[src/rtl/sample_memory_controller.sv]
// Record/playback sequencer and sole master of the 64K x 16 sample memory bank.
// Latency: a write lands 1 cycle after its sample strobe; play_tick -> sample_out_valid is 3 cycles.
// Backpressure: none; play ticks arriving while a read is in flight are dropped, not queued.
module sample_memory_controller #(
    parameter int ADDR_W = 16,
    parameter int DATA_W = 16,
    parameter bit LOOP   = 1'b0
) (
    input  logic              clk,
    input  logic              reset,
    input  logic              start_record,
    input  logic              start_play,
    input  logic              stop,
    input  logic              sample_valid,
    input  logic [DATA_W-1:0] sample_in,
    input  logic              play_tick,
    output logic [ADDR_W-1:0] mem_address,
    output logic              mem_write,
    output logic [DATA_W-1:0] mem_datain,
    input  logic [DATA_W-1:0] mem_dataout,
    output logic [DATA_W-1:0] sample_out,
    output logic              sample_out_valid,
    output logic              recording,
    output logic              playing,
    output logic [ADDR_W:0]   rec_length
);

    typedef enum logic [2:0] {
        IDLE,
        RECORD,
        PLAY_WAIT,
        PLAY_ADDR,
        PLAY_DATA
    } state_t;

    // rec_length doubles as the write pointer: the next free address is the sample count.
    localparam logic [ADDR_W:0] LAST_ADDR = {1'b0, {ADDR_W{1'b1}}};

    state_t              state, state_nxt;
    logic [ADDR_W-1:0]   rd_ptr, rd_ptr_nxt;
    logic [ADDR_W-1:0]   address_nxt;
    logic                write_nxt;
    logic [DATA_W-1:0]   datain_nxt;
    logic [DATA_W-1:0]   sample_nxt;
    logic                valid_nxt;
    logic [ADDR_W:0]     length_nxt;
    logic [ADDR_W:0]     last_index;
    logic                at_last;

    assign last_index = rec_length - {{ADDR_W{1'b0}}, 1'b1};
    assign at_last    = ({1'b0, rd_ptr} == last_index);

    // State register.
    always_ff @(posedge clk or posedge reset) begin
        if (reset) begin
            state <= IDLE;
        end else begin
            state <= state_nxt;
        end
    end

    // Next-state and next-output decode; every output below is registered from these.
    always_comb begin
        state_nxt   = state;
        rd_ptr_nxt  = rd_ptr;
        address_nxt = mem_address;
        write_nxt   = 1'b0;
        datain_nxt  = mem_datain;
        sample_nxt  = sample_out;
        valid_nxt   = 1'b0;
        length_nxt  = rec_length;
        case (state)
            IDLE: begin
                if (start_record) begin
                    state_nxt  = RECORD;
                    length_nxt = '0;
                end else if (start_play && (rec_length != '0)) begin
                    state_nxt  = PLAY_WAIT;
                    rd_ptr_nxt = '0;
                end
            end
            RECORD: begin
                // A sample strobed alongside stop is still written and counted.
                if (sample_valid) begin
                    write_nxt   = 1'b1;
                    address_nxt = rec_length[ADDR_W-1:0];
                    datain_nxt  = sample_in;
                    length_nxt  = rec_length + {{ADDR_W{1'b0}}, 1'b1};
                    if (rec_length == LAST_ADDR) begin
                        state_nxt = IDLE;
                    end
                end
                if (stop) begin
                    state_nxt = IDLE;
                end
            end
            PLAY_WAIT: begin
                if (stop) begin
                    state_nxt = IDLE;
                end else if (play_tick) begin
                    state_nxt   = PLAY_ADDR;
                    address_nxt = rd_ptr;
                end
            end
            PLAY_ADDR: begin
                state_nxt = stop ? IDLE : PLAY_DATA;
            end
            PLAY_DATA: begin
                // stop abandons the read here, so no valid pulse is produced.
                if (stop) begin
                    state_nxt = IDLE;
                end else begin
                    sample_nxt = mem_dataout;
                    valid_nxt  = 1'b1;
                    rd_ptr_nxt = rd_ptr + {{(ADDR_W-1){1'b0}}, 1'b1};
                    if (at_last) begin
                        if (LOOP) begin
                            rd_ptr_nxt = '0;
                            state_nxt  = PLAY_WAIT;
                        end else begin
                            state_nxt  = IDLE;
                        end
                    end else begin
                        state_nxt = PLAY_WAIT;
                    end
                end
            end
            default: begin
                state_nxt = IDLE;
            end
        endcase
    end

    // Datapath and status registers; status flags track the state they accompany.
    always_ff @(posedge clk or posedge reset) begin
        if (reset) begin
            rd_ptr           <= '0;
            mem_address      <= '0;
            mem_write        <= 1'b0;
            mem_datain       <= '0;
            sample_out       <= '0;
            sample_out_valid <= 1'b0;
            rec_length       <= '0;
            recording        <= 1'b0;
            playing          <= 1'b0;
        end else begin
            rd_ptr           <= rd_ptr_nxt;
            mem_address      <= address_nxt;
            mem_write        <= write_nxt;
            mem_datain       <= datain_nxt;
            sample_out       <= sample_nxt;
            sample_out_valid <= valid_nxt;
            rec_length       <= length_nxt;
            recording        <= (state_nxt == RECORD);
            playing          <= (state_nxt == PLAY_WAIT) || (state_nxt == PLAY_ADDR) ||
                                (state_nxt == PLAY_DATA);
        end
    end

endmodule
[config.mk]
export PLATFORM = sky130hd
export DESIGN_NAME = sample_memory_controller
export DESIGN_NICKNAME = d
export VERILOG_FILES = /design/src/rtl/sample_memory_controller.sv
export SDC_FILE = /design/constraint.sdc
export NUM_CORES = 1
export LEC_CHECK = 0
export CAP_MARGIN = 20
export CELL_PAD_IN_SITES_DETAIL_PLACEMENT = 1
export CELL_PAD_IN_SITES_GLOBAL_PLACEMENT = 2
export CORE_MARGIN = 1.5
export CORE_UTILIZATION = 33
export CTS_CLUSTER_DIAMETER = 150
export CTS_CLUSTER_SIZE = 24
export DETAILED_ROUTE_END_ITERATION = 10
export GPL_ROUTABILITY_DRIVEN = 0
export PLACE_DENSITY = 0.85
export SYNTH_ARGS = -nofsm -noshare
export SYNTH_HDL_FRONTEND = slang
export SYNTH_SLANG_ARGS = --single-unit
[constraint.sdc]
create_clock -name clk -period 7.06 [get_ports clk]
set_input_delay 1.765 -clock clk [delete_from_list [all_inputs] [get_ports clk]]
set_output_delay 1.765 -clock clk [all_outputs]
set_load 0.02 [all_outputs]
# Word-level counts from Yosys, hierarchy flattened
# Index checks and enable logic that the tools add are counted.
# totals
ff_bits	88
word_cells	70
# classes
eq_ne	17
bitwise	1
addsub	3
n_mux	26
reduce_logical	13
# ops
operator	n
$mux W16	6
$pmux W16 S2	2
$mux W17	2
$pmux W17 S2	1
$mux W3	8
$add A17 B1 Y17 const B	1
$eq A16 B17 Y1	1
$eq A17 B16 Y1 const B	1
$reduce_bool A17 Y1	1
$sub A17 B1 Y17 const B	1
$add A16 B1 Y16 const B	1
$pmux W3 S5	1
$ne A2 B2 Y1 const B	7
$eq A3 B2 Y1 const B	4
$reduce_and A4 Y1	2
$eq A3 B1 Y1 const B	2
$eq A3 B3 Y1 const B	2
$reduce_bool A2 Y1	3
$mux W1	4
$mux W2	2
$reduce_and A2 Y1	2
$logic_not A3 Y1	1
$reduce_and A3 Y1	1
$logic_or A1 B1 Y1	2
2 further kinds	2

# Logic depth before layout (Yosys ltp)
# Gate-level depths: netlist (run 1).
# logic_depth
depth_word	8
depth_mapped	10
mapped_depth_nobuf	9

# Worst setup path after synthesis (run 1)
# OpenSTA, ideal clock, no wires.
# synth_path
path_type	input to register
start	input port start_record
end	register rec_length[13]
path_slack_ps	3678
stages	7
required_ps	6928
arrival_time_ps	3250
path_cell_list	or4b_2 -> buf_2 -> a21oi_1 -> nand3_1 -> nor3_1 -> xnor2_1 -> nor2_1
# synth_between
elab_chain_len	2
# synth_lines
element	line	text
from (decl)	11	input logic start_record,
$ne A2 B2 Y1 (no source line)	n/a	
$reduce_and A3 Y1 (no source line)	n/a	
to (signal assigned)	153	rec_length <= length_nxt;
to (decl)	25	output logic [ADDR_W:0] rec_length
# Every way passes these cells.
# A chain may end at the register's enable or synchronous reset.

# Final worst setup path (run 1)
# layout_path
start	input port sample_valid
end	register rec_length[14]
# layout_between
elab_chain_len	2
# layout_lines
element	line	text
from (decl)	14	input logic sample_valid,
$ne A2 B2 Y1 (no source line)	n/a	
$reduce_and A3 Y1 (no source line)	n/a	
# Every way passes these cells.

==> results of run 1 <==
==> placed cells by master, fill, tap and decap left out, types with 3 or more instances in the layout <==
cell	count
clkdlybuf4s50_1	107
dfrtp_1	88
nand2_1	68
nor2_1	44
a21oi_1	37
o21ai_0	22
mux2_2	18
nand3_1	17
xor2_1	15
xnor2_1	15
inv_1	14
nor3_1	12
mux2i_1	12
or3_1	11
nand4_1	10
clkbuf_16	9
nor4_1	6
o31ai_1	6
o211ai_1	5
and4_1	4
and3_1	4
a31oi_1	4
ha_1	4
buf_4	4
or4_1	3
==> metrics by stage <==
step                      std cells  hold slack [ns]  cell area [um2]  setup WS, ns  utilization [%]
after global routing            758           0.5111             6070         2.825            45.29
after CTS                       757           0.4888             6055         2.842            45.18
final                           758           0.4832             6070         3.032            45.29
after floorplan                 487           0.5423             4579         3.016                -
after global placement          740           0.4580             5731         2.586            42.76
after detailed placement        741           0.4708             5746         2.475            42.88
==> flip-flops by register name (all words and copies together) (netlist names) <==
register          cells
sample_out           16
mem_write             1
mem_datain           16
rec_length           17
state                 3
recording             1
mem_address          16
rd_ptr               16
sample_out_valid      1
playing               1
==> metal layers <==
| layer | GRT usage (%) | vias to the layer above |
|---|---|---|
| li1 | - | 1884 |
| met1 | 23.04 | 1980 |
| met2 | 33.27 | 82 |
| met3 | 6.132 | 10 |
| met4 | 4.485 | 0 |
| met5 | 0 | - |
==> path summary, 6_finish.rpt <==
kind                               startpoint             end
worst max-delay path             sample_valid  rec_length[14]
worst min-delay path            mem_datain[3]   mem_datain[3]
worst max register to register  rec_length[0]         playing
worst min register to register  mem_datain[3]   mem_datain[3]
max in group asynchronous               reset   rec_length[8]
min in group asynchronous               reset      rd_ptr[13]
==> worst min-delay path, stage by stage (launching register included) <==
cell	delay [ns]
dfrtp_1	0.34
nand2_1	0.05
nand2_1	0.06
==> power by group <==
group | switching [mW] | internal, mW | total (mW) | leakage, nW
Clock | 0.199 | 0.294 | 0.493 | 0.153
Sequential | 0.122 | 0.666 | 0.788 | 1.14
Combinational | 0.552 | 0.474 | 1.03 | 1.22
==> kinds of logic (layout without fill, tap and decap cells) <==
group	count (synthesis)	count (layout)	share of synthesized area, %
adders and majority gates	4	4	1.093
AOI/OAI and AO/OA	90	90	11.97
xor gates and xnor gates	30	30	5.738
DFF	88	88	48.09
buffers and inverters	49	144	5.218
and+or+nand+nor	196	196	20.85
muxes	30	30	7.049
==> cell type report <==
type	instances	area (um2)	share of cell area, %
flip-flops and latches	88	2202	36.28
multi-input cells	350	2150	35.42
repair buffers	113	1131	18.64
clock buffers	12	256.5	4.226
well taps	176	220.2	3.628
inverters	15	57.56	0.9483
clock inverters	4	52.55	0.8658
==> impl_metrics.ini, run 1 <==
[setup_path]
worstPathCellList = clkdlybuf4s50_1 -> nand4bb_1 -> inv_1 -> nand2_1 -> nor2_1 -> nand3_1 -> or3_1 -> a21oi_1
cp_max_fo = 24
timing.reg2reg.worst_path_depth = 8
cp_num_cells = 8
worst-path-buf-inv = 2
worst_ep_required_time_ns = 7.33
reg2reg_setup_slack_ns = 3.87
timing.critical_path.max_delay_family = simple AND/OR/NAND/NOR gates
critPathKind = in -> reg
cp_slowest_cell = inv_1
critical_path.max_stage_delay_ns = 0.63
timing.critical_path.to_type = flop
cp_data_arrival_time_ns = 4.30
setup.worst_path.start_class = input pin

[drt]
detailroute.wirelength.met2_um = 6615
met3_wirelength_um = 721
drt_pass1_iterations = 4
vias_per_cell = 5.219
route.layer.met1.wl_um = 5898
routed_wirelength_um = 13360
postRouteAntennaNets = 0
top_layer_used = met4
route.vias.total = 3956
initialDrtViolationCount = 79
remaining_drc_errors = 0
wire_per_inst_um = 17.63

[placement]
hpwlAfterDp_um = 9747
portBuffers = 107

[job]
maxCapViolations = 0

[clock_network]
cts.root.buffer_cell = clkbuf_16
cts_hold_repair.buffers = 0
post-cts-setup-buffer-count = 0
cts_buffers = 9
numClockSinks = 88
h-tree-depth = 3
worst_skew_late_latency_ns = 0.35
cts.reportedPaths.clkPinSlew_ns = 0.06
tritoncts = yes
post_cts.resized_instances = 0
cts.path.max_buffers = 2

[global_routing]
antenna_found_initial = 0
global_route.usage.total_pct = 19.15
grt_max_degree = 54
grt_first_pass_wirelength_um = 21820
grt.overflow.total = 0
first_global_vias = 4196

[timing]
final_min_period_over_clock_period_pct = 57.05
final.setup.tns_ns = 0
rsz_0062_raised_after_global_routing = no
final-max-slew-violation-count = 0
timing.fmax_mhz = 248.3
worst_clock_skew_ns = 0.005769
slew-limit-headroom_pct = 38.63
final_hold_viol_count = 0
period_needed_ns = 4.028
setup_violations = 0
timing_worst_slew_pin_value_ns = 0.9078

[synth]
ys_top_cells_by_area = dfrtp_1 48%, nand2_1 5.6%, mux2_2 4.4%
async_reset_ff_share_pct = 100.0
postSynthCellCount = 487
yosysMostFrequentCell = dfrtp_1
synth_top_area_cell = dfrtp_1
synth.top_cells.by_count = 88 x dfrtp_1, 68 x nand2_1, 45 x nor2_1
yosys_register_bits = 88
synth_enable_flop_cells = 0
sequential_element_share_of_the_synthesized_area_pct = 48.09
yosysWarnings = 0
synth_top_cell_area_share_pct = 48.09
synthesis.area_per_instance_um2 = 9.403
mappedNetlistArea_mm2 = 0.004579
postSynth.topFlopCell = dfrtp_1
synthesis.nets = 530
synth_unique_cells = 55

[floorplan]
floorplan.die_area_mm2 = 0.01459
core_region_area_mm2 = 0.01340
fp-row-count = 42
die_w_um = 120.8
initial_standard_cell_utilization_of_the_core_pct = 34.17
dieHeight_um = 120.8
design.portCount = 108

[pwr]
finalPower_mw = 2.307
static-leakage-power_nw = 2.522
power_density_relative_to_cell_area_mw_per_mm2 = 380.1
vdd_drop_max_mv = 0.1860

[layout]
fill_cells = 1518
num_antenna_cells = 0
area.growth.synth_to_final_pct = 32.54
layout-drive-gt1-share_pct = 8.763
fin_nets = 620

[outcome]
run_status = finished, final reports clean

[hold_path]
hold_path.class = reg -> reg
hold_path_cell_cnt = 2
Power figures use the tool's default switching activity.
==> run 2, diff against run 1 <==
--- a/config.mk
+++ b/config.mk
@@ -9,12 +9,12 @@
 export CELL_PAD_IN_SITES_DETAIL_PLACEMENT = 1
 export CELL_PAD_IN_SITES_GLOBAL_PLACEMENT = 2
 export CORE_MARGIN = 1.5
-export CORE_UTILIZATION = 33
+export CORE_UTILIZATION = 30
 export CTS_CLUSTER_DIAMETER = 150
 export CTS_CLUSTER_SIZE = 24
 export DETAILED_ROUTE_END_ITERATION = 10
 export GPL_ROUTABILITY_DRIVEN = 0
-export PLACE_DENSITY = 0.85
+export PLACE_DENSITY = 0.78
 export SYNTH_ARGS = -nofsm -noshare
 export SYNTH_HDL_FRONTEND = slang
 export SYNTH_SLANG_ARGS = --single-unit
==> constraint.sdc (replaced) <==
create_clock -name clk -period 4.03 [get_ports clk]
set_input_delay 1.0075 -clock clk [delete_from_list [all_inputs] [get_ports clk]]
set_output_delay 1.0075 -clock clk [all_outputs]
set_load 0.02 [all_outputs]
==> impl_metrics.ini, run 2 (synthesis gave the netlist of run 1 again) <==
[global_routing]
global_route.usage.total_pct = 17.95
antenna_found_initial = 0
first_global_vias = 4326
grt_max_degree = 57
grt_first_pass_wirelength_um = 22740
grt.overflow.total = 0

[clock_network]
cts_hold_repair.buffers = 0
h-tree-depth = 3
cts.reportedPaths.clkPinSlew_ns = 0.07
numClockSinks = 88
post-cts-setup-buffer-count = 0
post_cts.resized_instances = 0
cts.path.max_buffers = 2
tritoncts = yes
worst_skew_late_latency_ns = 0.35
cts_buffers = 9
cts.root.buffer_cell = clkbuf_16

[pwr]
vdd_drop_max_mv = 0.3345
swShare_pct = 38.28
pwr-share-comb_pct = 44.7
static-leakage-power_nw = 2.528
power_density_relative_to_cell_area_mw_per_mm2 = 663.3
power.clock.fraction_pct = 21.0
switching_power_mw = 1.547
seq_power_share_pct = 34.3
internal-power_mw = 2.495

[layout]
layout_common_cells = 107 x clkdlybuf4s50_1, 88 x dfrtp_1, 68 x nand2_1
largest_register_ffs = 17
layout.cells.most_common = clkdlybuf4s50_1
fin_nets = 624
area.growth.synth_to_final_pct = 33.09
largest_register = rec_length
num_antenna_cells = 0
fill_cells = 1682
layout-drive-gt1-share_pct = 9.386

[job]
maxCapViolations = 0

[hold_path]
hold_path.class = reg -> reg

[timing]
final_hold_viol_count = 0
final-max-slew-violation-count = 0
slew-limit-headroom_pct = 38.41
rsz_0062_raised_after_global_routing = no
worst_clock_skew_ns = 0.007747
final.setup.tns_ns = 0
timing_worst_slew_pin_value_ns = 0.9198
timing.fmax_mhz = 316.0
period_needed_ns = 3.164
setup_violations = 0
final_min_period_over_clock_period_pct = 78.51
fin_worst_hold_slack_ns = 0.4775

[floorplan]
core_region_area_mm2 = 0.01470
dieHeight_um = 126.6
initial_standard_cell_utilization_of_the_core_pct = 31.15
fp-row-count = 44
die_w_um = 126.6
design.portCount = 108
floorplan.die_area_mm2 = 0.01601

[setup_path]
cp_data_arrival_time_ns = 3.44
worst_ep_required_time_ns = 4.31
critPathKind = reg -> reg
cp_max_fo = 11
setup.worst_path.start_class = flop
timing.critical_path.to_type = flop

[drt]
drt_pass1_iterations = 4
postRouteAntennaNets = 0
vias_per_cell = 5.218
remaining_drc_errors = 0
route.vias.total = 4018
routed_wirelength_um = 13810
initialDrtViolationCount = 128
wire_per_inst_um = 17.93

[outcome]
run_status = finished, final reports clean

[placement]
portBuffers = 107
hpwlAfterDp_um = 10070
## run 2: per-stage QoR
stage                     cells  instance area (um2)  power [mW]  util (%)  worst slack [ns]
final                       770                 6095       4.042     41.46            0.8659
after global routing        770                 6095       4.316     41.46            0.5824
after CTS                   770                 6095       4.105     41.46            0.8273
after detailed placement    754                 5798       3.225     39.45            0.7095
after global placement      754                 5798       3.170     39.45            0.8136
after floorplan             487                 4579       2.395         -            0.7439
## run 2: cell type report
type                       instances  area (um2)  share of cell area [%]
clock buffer                      10       229.0                   3.757
clock inverter                     6       67.56                   1.109
inverter                          15       57.56                  0.9444
multi-input combinational        350        2150                   35.27
sequential                        88        2202                   36.13
tap                              184       230.2                   3.777
timing repair buffer             117        1159                   19.01
## run 2: path summary, 6_finish.rpt
path	from	to	slack, ns	cells past startpoint
setup / recovery	rec_length[1]	rd_ptr[11]	0.87	8
max in group asynchronous	reset	rd_ptr[8]	2.26	3
setup reg to reg	rec_length[1]	rd_ptr[11]	0.87	8
hold reg to reg	mem_datain[2]	mem_datain[2]	0.48	2
hold / removal	mem_datain[2]	mem_datain[2]	0.48	2
min in group asynchronous	reset	sample_out[3]	1.04	2
## run 2: critical path: stages, from the launching register on
cell      delay (ns)
dfrtp_1         0.52
inv_1           0.18
ha_1            0.23
or4b_2          0.66
nor2_1          0.17
a21oi_1         0.17
o211ai_1        0.77
o21ai_0         0.22
a21oi_1         0.16
## run 2: power by group through the flow
| stage | registers (mW) | logic [mW] | clock network, mW |
|---|---|---|---|
| final | 1.39 | 1.81 | 0.850 |
| after global routing | 1.43 | 1.97 | 0.916 |
| after CTS | 1.39 | 1.84 | 0.879 |
| after detailed placement | 1.40 | 1.83 | 0 |
| after global placement | 1.39 | 1.78 | 0 |
| after floorplan | 1.65 | 0.747 | 0 |
## run 2: routing by layer
metal | routed length, um | up-vias | global-route usage [%]
li1 | - | 1889 | -
met3 | 834 | 21 | 5.694
met2 | 6592 | 103 | 29.80
met4 | 322 | 0 | 6.018
met5 | 0 | - | 0
met1 | 6059 | 2005 | 22.15
==> RTL change 1: new RTL, settings of run 2 <==
The parameter `DATA_W` goes from 16 to 12.
--- a/src/rtl/sample_memory_controller.sv
+++ b/src/rtl/sample_memory_controller.sv
@@ -3,7 +3,7 @@
 // Backpressure: none; play ticks arriving while a read is in flight are dropped, not queued.
 module sample_memory_controller #(
     parameter int ADDR_W = 16,
-    parameter int DATA_W = 16,
+    parameter int DATA_W = 12,
     parameter bit LOOP   = 1'b0
 ) (
     input  logic              clk,
Interface: changed (resized mem_datain, mem_dataout, sample_in and sample_out); port bits go from 108 to 92. The function was not compared with the original's and may differ.
==> RTL change 1 against run 2 <==
Total power decreased by 9.6%; die area decreased by 10%; first-iteration DRC count decreased by 34%; core utilization decreased by 0.15 points; sequential cell count decreased by 8; routed wire length decreased by 18%; synthesized area decreased by 11%; maximum frequency increased by 10%; final area decreased by 9.9%; worst setup slack improved by 0.29 ns; largest power group unchanged.
==> RTL change 1: results (changes against run 2) <==
outcome=complete, no violations; cell leakage power=2.34 nW (-7.3%); fraction of the yosys area taken by sequential cells=48.9% (+0.81 points); post-place setup slack=0.788 ns (+0.0789 ns); largest registers ranked by flip-flop count=rec_length: 17 flops, mem_address: 16 flops, rd_ptr: 16 flops; mean number of vias per cell=4.84 (-7.3%); share of async-settable or async-resettable flops after synthesis=100% (unchanged); placed insts=679 (-9.9%); cell type with the largest total area after synthesis=sky130_fd_sc_hd__dfrtp_1; max incr delay on CP=0.48 ns (-0.29 ns); Detailed Place HPWL=8340 µm (-17%); Placed Area=0.00516 mm² (-11%); category of cells accounting for the largest share of critical-path delay=simple AND/OR/NAND/NOR gates; clock latency reported for the late side of the worst-skew pair=~0.34 ns; met1 wire length=5340 µm (-12%); via count of the first global-routing pass=3,616 (-16%); critical path's slowest cell=sky130_fd_sc_hd__clkdlybuf4s50_1; number of DRC markers in iteration 0=85 (-34%); total wire length=11,300 µm (-18%); ratio of cells with drive above 1 in the final layout=7.14% (-2.2 points); post-synthesis net count=470 (-11%); IR drop worst, VDD=0.279 mV (-17%); number of nets in the finished design=549 (-12%); clock root buffer master=sky130_fd_sc_hd__clkbuf_16; port buffer count=91 (-15%); maximum number of pins on one net before global-route repair=47 (-18%); post-synthesis average cell area=9.41 µm² (about the same); cell-internal power=2.36 mW (-5.6%); top cells by count, synth=sky130_fd_sc_hd__dfrtp_1 (80), sky130_fd_sc_hd__nand2_1 (64), sky130_fd_sc_hd__nor2_1 (54); arrival time worst endpoint=3.14 ns (-0.30 ns); count of cell types in the netlist=45 (-18%); Area contributors post-synth=sky130_fd_sc_hd__dfrtp_1 (49%), sky130_fd_sc_hd__nand2_1 (5.9%), sky130_fd_sc_hd__nor2_1 (5.0%); Met3 Wirelength=618 µm (-26%); combined global-route utilization of all metal layers=16.9% (-1.0 points); headroom to the max-slew limit=45.2% (+6.8 points); detailed-routed wire length on met2=5290 µm (-20%); Pre-antenna DRT Iters=4 (unchanged); worst min-delay path category=reg2reg; CTS Buf Count=9 (unchanged); wire length of the first global-routing pass=18,900 µm (-17%); final setup skew=0.00809 ns (+0.000346 ns); non-filler instance count after layout=694 (-9.9%); Antenna Diode Count=0 (unchanged); critical path fanouts, max=21 (+10); number of synthesis warnings=0 (unchanged); count of buffers added by post-CTS timing repair for setup=0 (unchanged)
## RTL change 1: final timing paths
kind | from | end | slack (ns) | depth (start not counted)
worst min-delay path | mem_datain[7] | mem_datain[7] | 0.48 | 2
worst max register to register | rec_length[1] | rd_ptr[4] | 1.25 | 9
min in group asynchronous | reset | sample_out_valid | 1.12 | 2
worst min register to register | mem_datain[7] | mem_datain[7] | 0.48 | 2
max in group asynchronous | reset | mem_datain[0] | 2.16 | 3
worst max-delay path | sample_valid | rec_length[13] | 1.15 | 8
## RTL change 1: worst reg2reg max path, delay by kind of cell (launching register included)
kind	cells	cell delay [ns]
buf+inv	2	0.38
compound gates	1	0.33
fa+ha+maj	1	0.28
flops	1	0.51
simple gates	5	1.16
## RTL change 1: area by class of cell
type | instances | area [µm²]
multi-input combinational | 319 | 1950
timing repair buffer | 98 | 963
clock inverter | 3 | 90.1
inverter | 6 | 23.8
fill | 1526 | 7800
clock buffer | 12 | 246
tap | 176 | 220
sequential | 80 | 2000
## RTL change 1: metrics by stage
stage	util, %	total power, mW
floorplan	-	2.09
global placement	38.8	2.69
detailed placement	38.8	2.74
CTS	41.3	3.70
global route	41.3	3.88
finish	41.3	3.65
## RTL change 1: cells by family after synthesis
| kind of cell | synth area share [%] |
|---|---|
| DFF | 48.9 |
| adders and majority gates | 1.22 |
| and+or+nand+nor | 21.3 |
| AOI/OAI and AO/OA | 9.02 |
| buffers and inverters | 3.70 |
| muxes | 7.49 |
| xor gates and xnor gates | 8.34 |
## RTL change 1: metal layers
layer | up-vias | global-route usage (%)
met5 | - | 0
met2 | 78 | 27.0
met3 | 8 | 5.32
met4 | 0 | 4.02
li1 | 1631 | -
met1 | 1641 | 22.4
## RTL change 1: power by group through the flow
stage / logic (mW) / registers (mW) / clock network (mW)
6_report: 1.50 / 1.22 / 0.939
5_1_grt: 1.63 / 1.25 / 0.993
4_1_cts: 1.52 / 1.22 / 0.962
3_5_place_dp: 1.51 / 1.23 / 0
3_3_place_gp: 1.47 / 1.22 / 0
2_1_floorplan: 0.635 / 1.46 / 0
==> RTL change 2: new RTL, config.mk and constraints of run 2 <==
Without the edit above. Put one more register stage on the output `mem_datain`, with the module's reset. The value now appears one clock later. The other outputs are not delayed to match.
--- a/src/rtl/sample_memory_controller.sv
+++ b/src/rtl/sample_memory_controller.sv
@@ -36,6 +36,8 @@
     // rec_length doubles as the write pointer: the next free address is the sample count.
     localparam logic [ADDR_W:0] LAST_ADDR = {1'b0, {ADDR_W{1'b1}}};
 
+    logic [DATA_W-1:0] mem_datain_s0;
+
     state_t              state, state_nxt;
     logic [ADDR_W-1:0]   rd_ptr, rd_ptr_nxt;
     logic [ADDR_W-1:0]   address_nxt;
@@ -65,7 +67,7 @@
         rd_ptr_nxt  = rd_ptr;
         address_nxt = mem_address;
         write_nxt   = 1'b0;
-        datain_nxt  = mem_datain;
+        datain_nxt  = mem_datain_s0;
         sample_nxt  = sample_out;
         valid_nxt   = 1'b0;
         length_nxt  = rec_length;
@@ -137,7 +139,7 @@
             rd_ptr           <= '0;
             mem_address      <= '0;
             mem_write        <= 1'b0;
-            mem_datain       <= '0;
+            mem_datain_s0    <= '0;
             sample_out       <= '0;
             sample_out_valid <= 1'b0;
             rec_length       <= '0;
@@ -147,7 +149,7 @@
             rd_ptr           <= rd_ptr_nxt;
             mem_address      <= address_nxt;
             mem_write        <= write_nxt;
-            mem_datain       <= datain_nxt;
+            mem_datain_s0    <= datain_nxt;
             sample_out       <= sample_nxt;
             sample_out_valid <= valid_nxt;
             rec_length       <= length_nxt;
@@ -157,4 +159,12 @@
         end
     end
 
+    always_ff @(posedge clk or posedge reset) begin
+        if (reset) begin
+            mem_datain <= '0;
+        end else begin
+            mem_datain <= mem_datain_s0;
+        end
+    end
+
 endmodule
Function: changed (a bounded check fails within 4 cycles, from zero or initial values and one cycle with reset high).
==> RTL change 2 against run 2 <==
Via count decreased by 6.3%; die area increased by 8.5%; sequential share of layout area increased by 3.9 points; sequential cell count increased by 16; final area increased by 6.6%; worst hold slack got worse by 0.10 ns; worst setup slack improved by 0.39 ns; total power decreased by 2.5%; core utilization decreased by 1.0 points; synthesized area increased by 8.7%; routed wire length decreased by 4.7%; clock skew increased by 0.0010 ns; maximum frequency increased by 14%; sequential power increased by 11%.
==> RTL change 2: results (changes against run 2) <==
maximum number of pins on one net before global-route repair=56 (-1.8%); flip-flop count of the largest register after layout=17 (unchanged); internal reg-to-reg setup slack=1.34 ns (+0.47 ns); count of instances resized after the clock tree is built=0 (unchanged); worst hold stages=0 (-2); CTS Buf Count=9 (unchanged); worst min-delay path category=reg2reg; placed insts=752 (-0.27%); via count of the first global-routing pass=4,011 (-7.3%); count of fill cells added during filler insertion=1,743 (+3.6%); port buffer count=107 (unchanged); post-synthesis average cell area=11.1 µm² (+18%); non-filler instance count after layout=768 (-0.26%); slew at the pin closest to its max-slew limit=0.713 ns (-0.207 ns); number of vias after detailed routing=3,763 (-6.3%); global-route congestion overflow total=0 (unchanged); H-tree Lvls=3 (unchanged); critical path fanouts, max=15 (+4); clock root buffer master=sky130_fd_sc_hd__clkbuf_16; fraction of the yosys area taken by sequential cells=52.3% (+4.2 points); buffer depth of the longest clock path=2 (unchanged); category of cells accounting for the largest share of critical-path delay=buffers and inverters; post-synthesis net count=491 (-7.4%); initial antenna violation count=0 (unchanged); critical path's slowest cell=sky130_fd_sc_hd__clkdlybuf4s50_1; R2R depth=9 (+1); hold wc startpoint=mem_datain_s0[0]; Biggest register=rec_length; Pre-antenna DRT Iters=4 (unchanged); ratio of cells with drive above 1 in the final layout=12.1% (+2.8 points); Antenna Diode Count=0 (unchanged); count of buffers added by post-CTS timing repair for setup=0 (unchanged); final setup skew=0.00877 ns (+0.00103 ns); share of async-settable or async-resettable flops after synthesis=100% (unchanged); category of the most critical setup path=reg2out; outcome=complete, no violations; number of DRC markers in iteration 0=184 (+44%); combined global-route utilization of all metal layers=15.7% (-2.3 points); wire length of the first global-routing pass=21,400 µm (-5.9%); routed wirelength normalized by instance count=17.1 µm (-4.5%); destination of the worst hold path=mem_datain[0]; cell leakage power=2.78 nW (+10%); cell-internal power=2.52 mW (+0.95%); clock latency reported for the late side of the worst-skew pair=0.36 ns; IR drop worst, VDD=0.336 mV (+0.57%); number of nets in the finished design=590 (-5.4%); Detailed Place HPWL=9610 µm (-4.5%); number of synthesis warnings=0 (unchanged); top cells by count, synth=sky130_fd_sc_hd__dfrtp_1 (104), sky130_fd_sc_hd__nor2_1 (63), sky130_fd_sc_hd__xor2_1 (34); post-CTS clock slew at the launch and capture registers of the worst setup and hold paths=0.08 ns; arrival time worst endpoint=1.76 ns (-1.68 ns); count of cell types in the netlist=59 (+7.3%); endpoint of the worst-slack reg-to-reg timing path=rd_ptr[13]; worst hold slack after final layout=0.375 ns (-0.102 ns); max incr delay on CP=0.71 ns (-0.06 ns); Area contributors post-synth=sky130_fd_sc_hd__dfrtp_1 (52%), sky130_fd_sc_hd__xor2_1 (6.0%), sky130_fd_sc_hd__mux2_2 (5.4%); source of the worst register-to-register timing path=rec_length[0]
[RTL change 2: changes by cell type after synthesis, moves of 9 or more]
cell                      delta
sky130_fd_sc_hd__a21oi_1    -11
sky130_fd_sc_hd__dfrtp_1    +16
sky130_fd_sc_hd__inv_1       -9
sky130_fd_sc_hd__nand2_1    -49
sky130_fd_sc_hd__nor2_1     +18
sky130_fd_sc_hd__nor3_1     -10
sky130_fd_sc_hd__o21ai_0    -13
sky130_fd_sc_hd__or3_1       -9
sky130_fd_sc_hd__xor2_1     +19
[RTL change 2: cell type report]
class	instances	share of cell area, %
tap	216	4.16
clock buffer	9	3.47
inverter	6	0.385
timing repair buffer	115	17.6
clock inverter	7	0.963
multi-input combinational	311	33.4
sequential	104	40.1
[RTL change 2: worst max-delay path by stage]
stage,from,to,slack [ns],depth (start not counted)
floorplan,reset,mem_address[0],0.29,1
global placement,start_play,rd_ptr[7],0.95,7
detailed placement,stop,playing,0.92,8
CTS,rec_length[12],rec_length[12],1.22,1
global route,rec_length[0],rd_ptr[11],1.01,9
finish,rec_length[12],rec_length[12],1.26,1
[RTL change 2: power groups by stage]
stage	Sequential, mW	Clock, mW	Combinational (mW)
final	1.54	0.863	1.54
after global routing	1.58	0.935	1.66
after CTS	1.55	0.897	1.56
after detailed placement	1.57	0	1.56
after global placement	1.54	0	1.52
after floorplan	1.78	0	0.628
[RTL change 2: through the flow]
stage	setup slack [ns]	instance area (µm²)
final	1.26	6500
after global routing	1.01	6500
after CTS	1.22	6500
after detailed placement	0.925	6210
after global placement	0.951	6210
after floorplan	0.290	4980
[RTL change 2: layer usage]
layer / global-route usage [%] / up-vias / routed length [µm]
met5: 0 / - / 0
met1: 18.8 / 1895 / 5690
met4: 4.81 / 0 / 170
met2: 26.1 / 111 / 6300
li1: - / 1741 / -
met3: 6.04 / 16 / 1000
[RTL change 2: cells by family after synthesis]
logic type	count (synthesis)	synth area share, %
AOI/OAI and AO/OA	55	6.97
xor gates and xnor gates	46	8.10
adders and majority gates	4	1.01
buffers and inverters	33	4.37
DFF	104	52.3
muxes	47	10.3
and+or+nand+nor	159	17.0
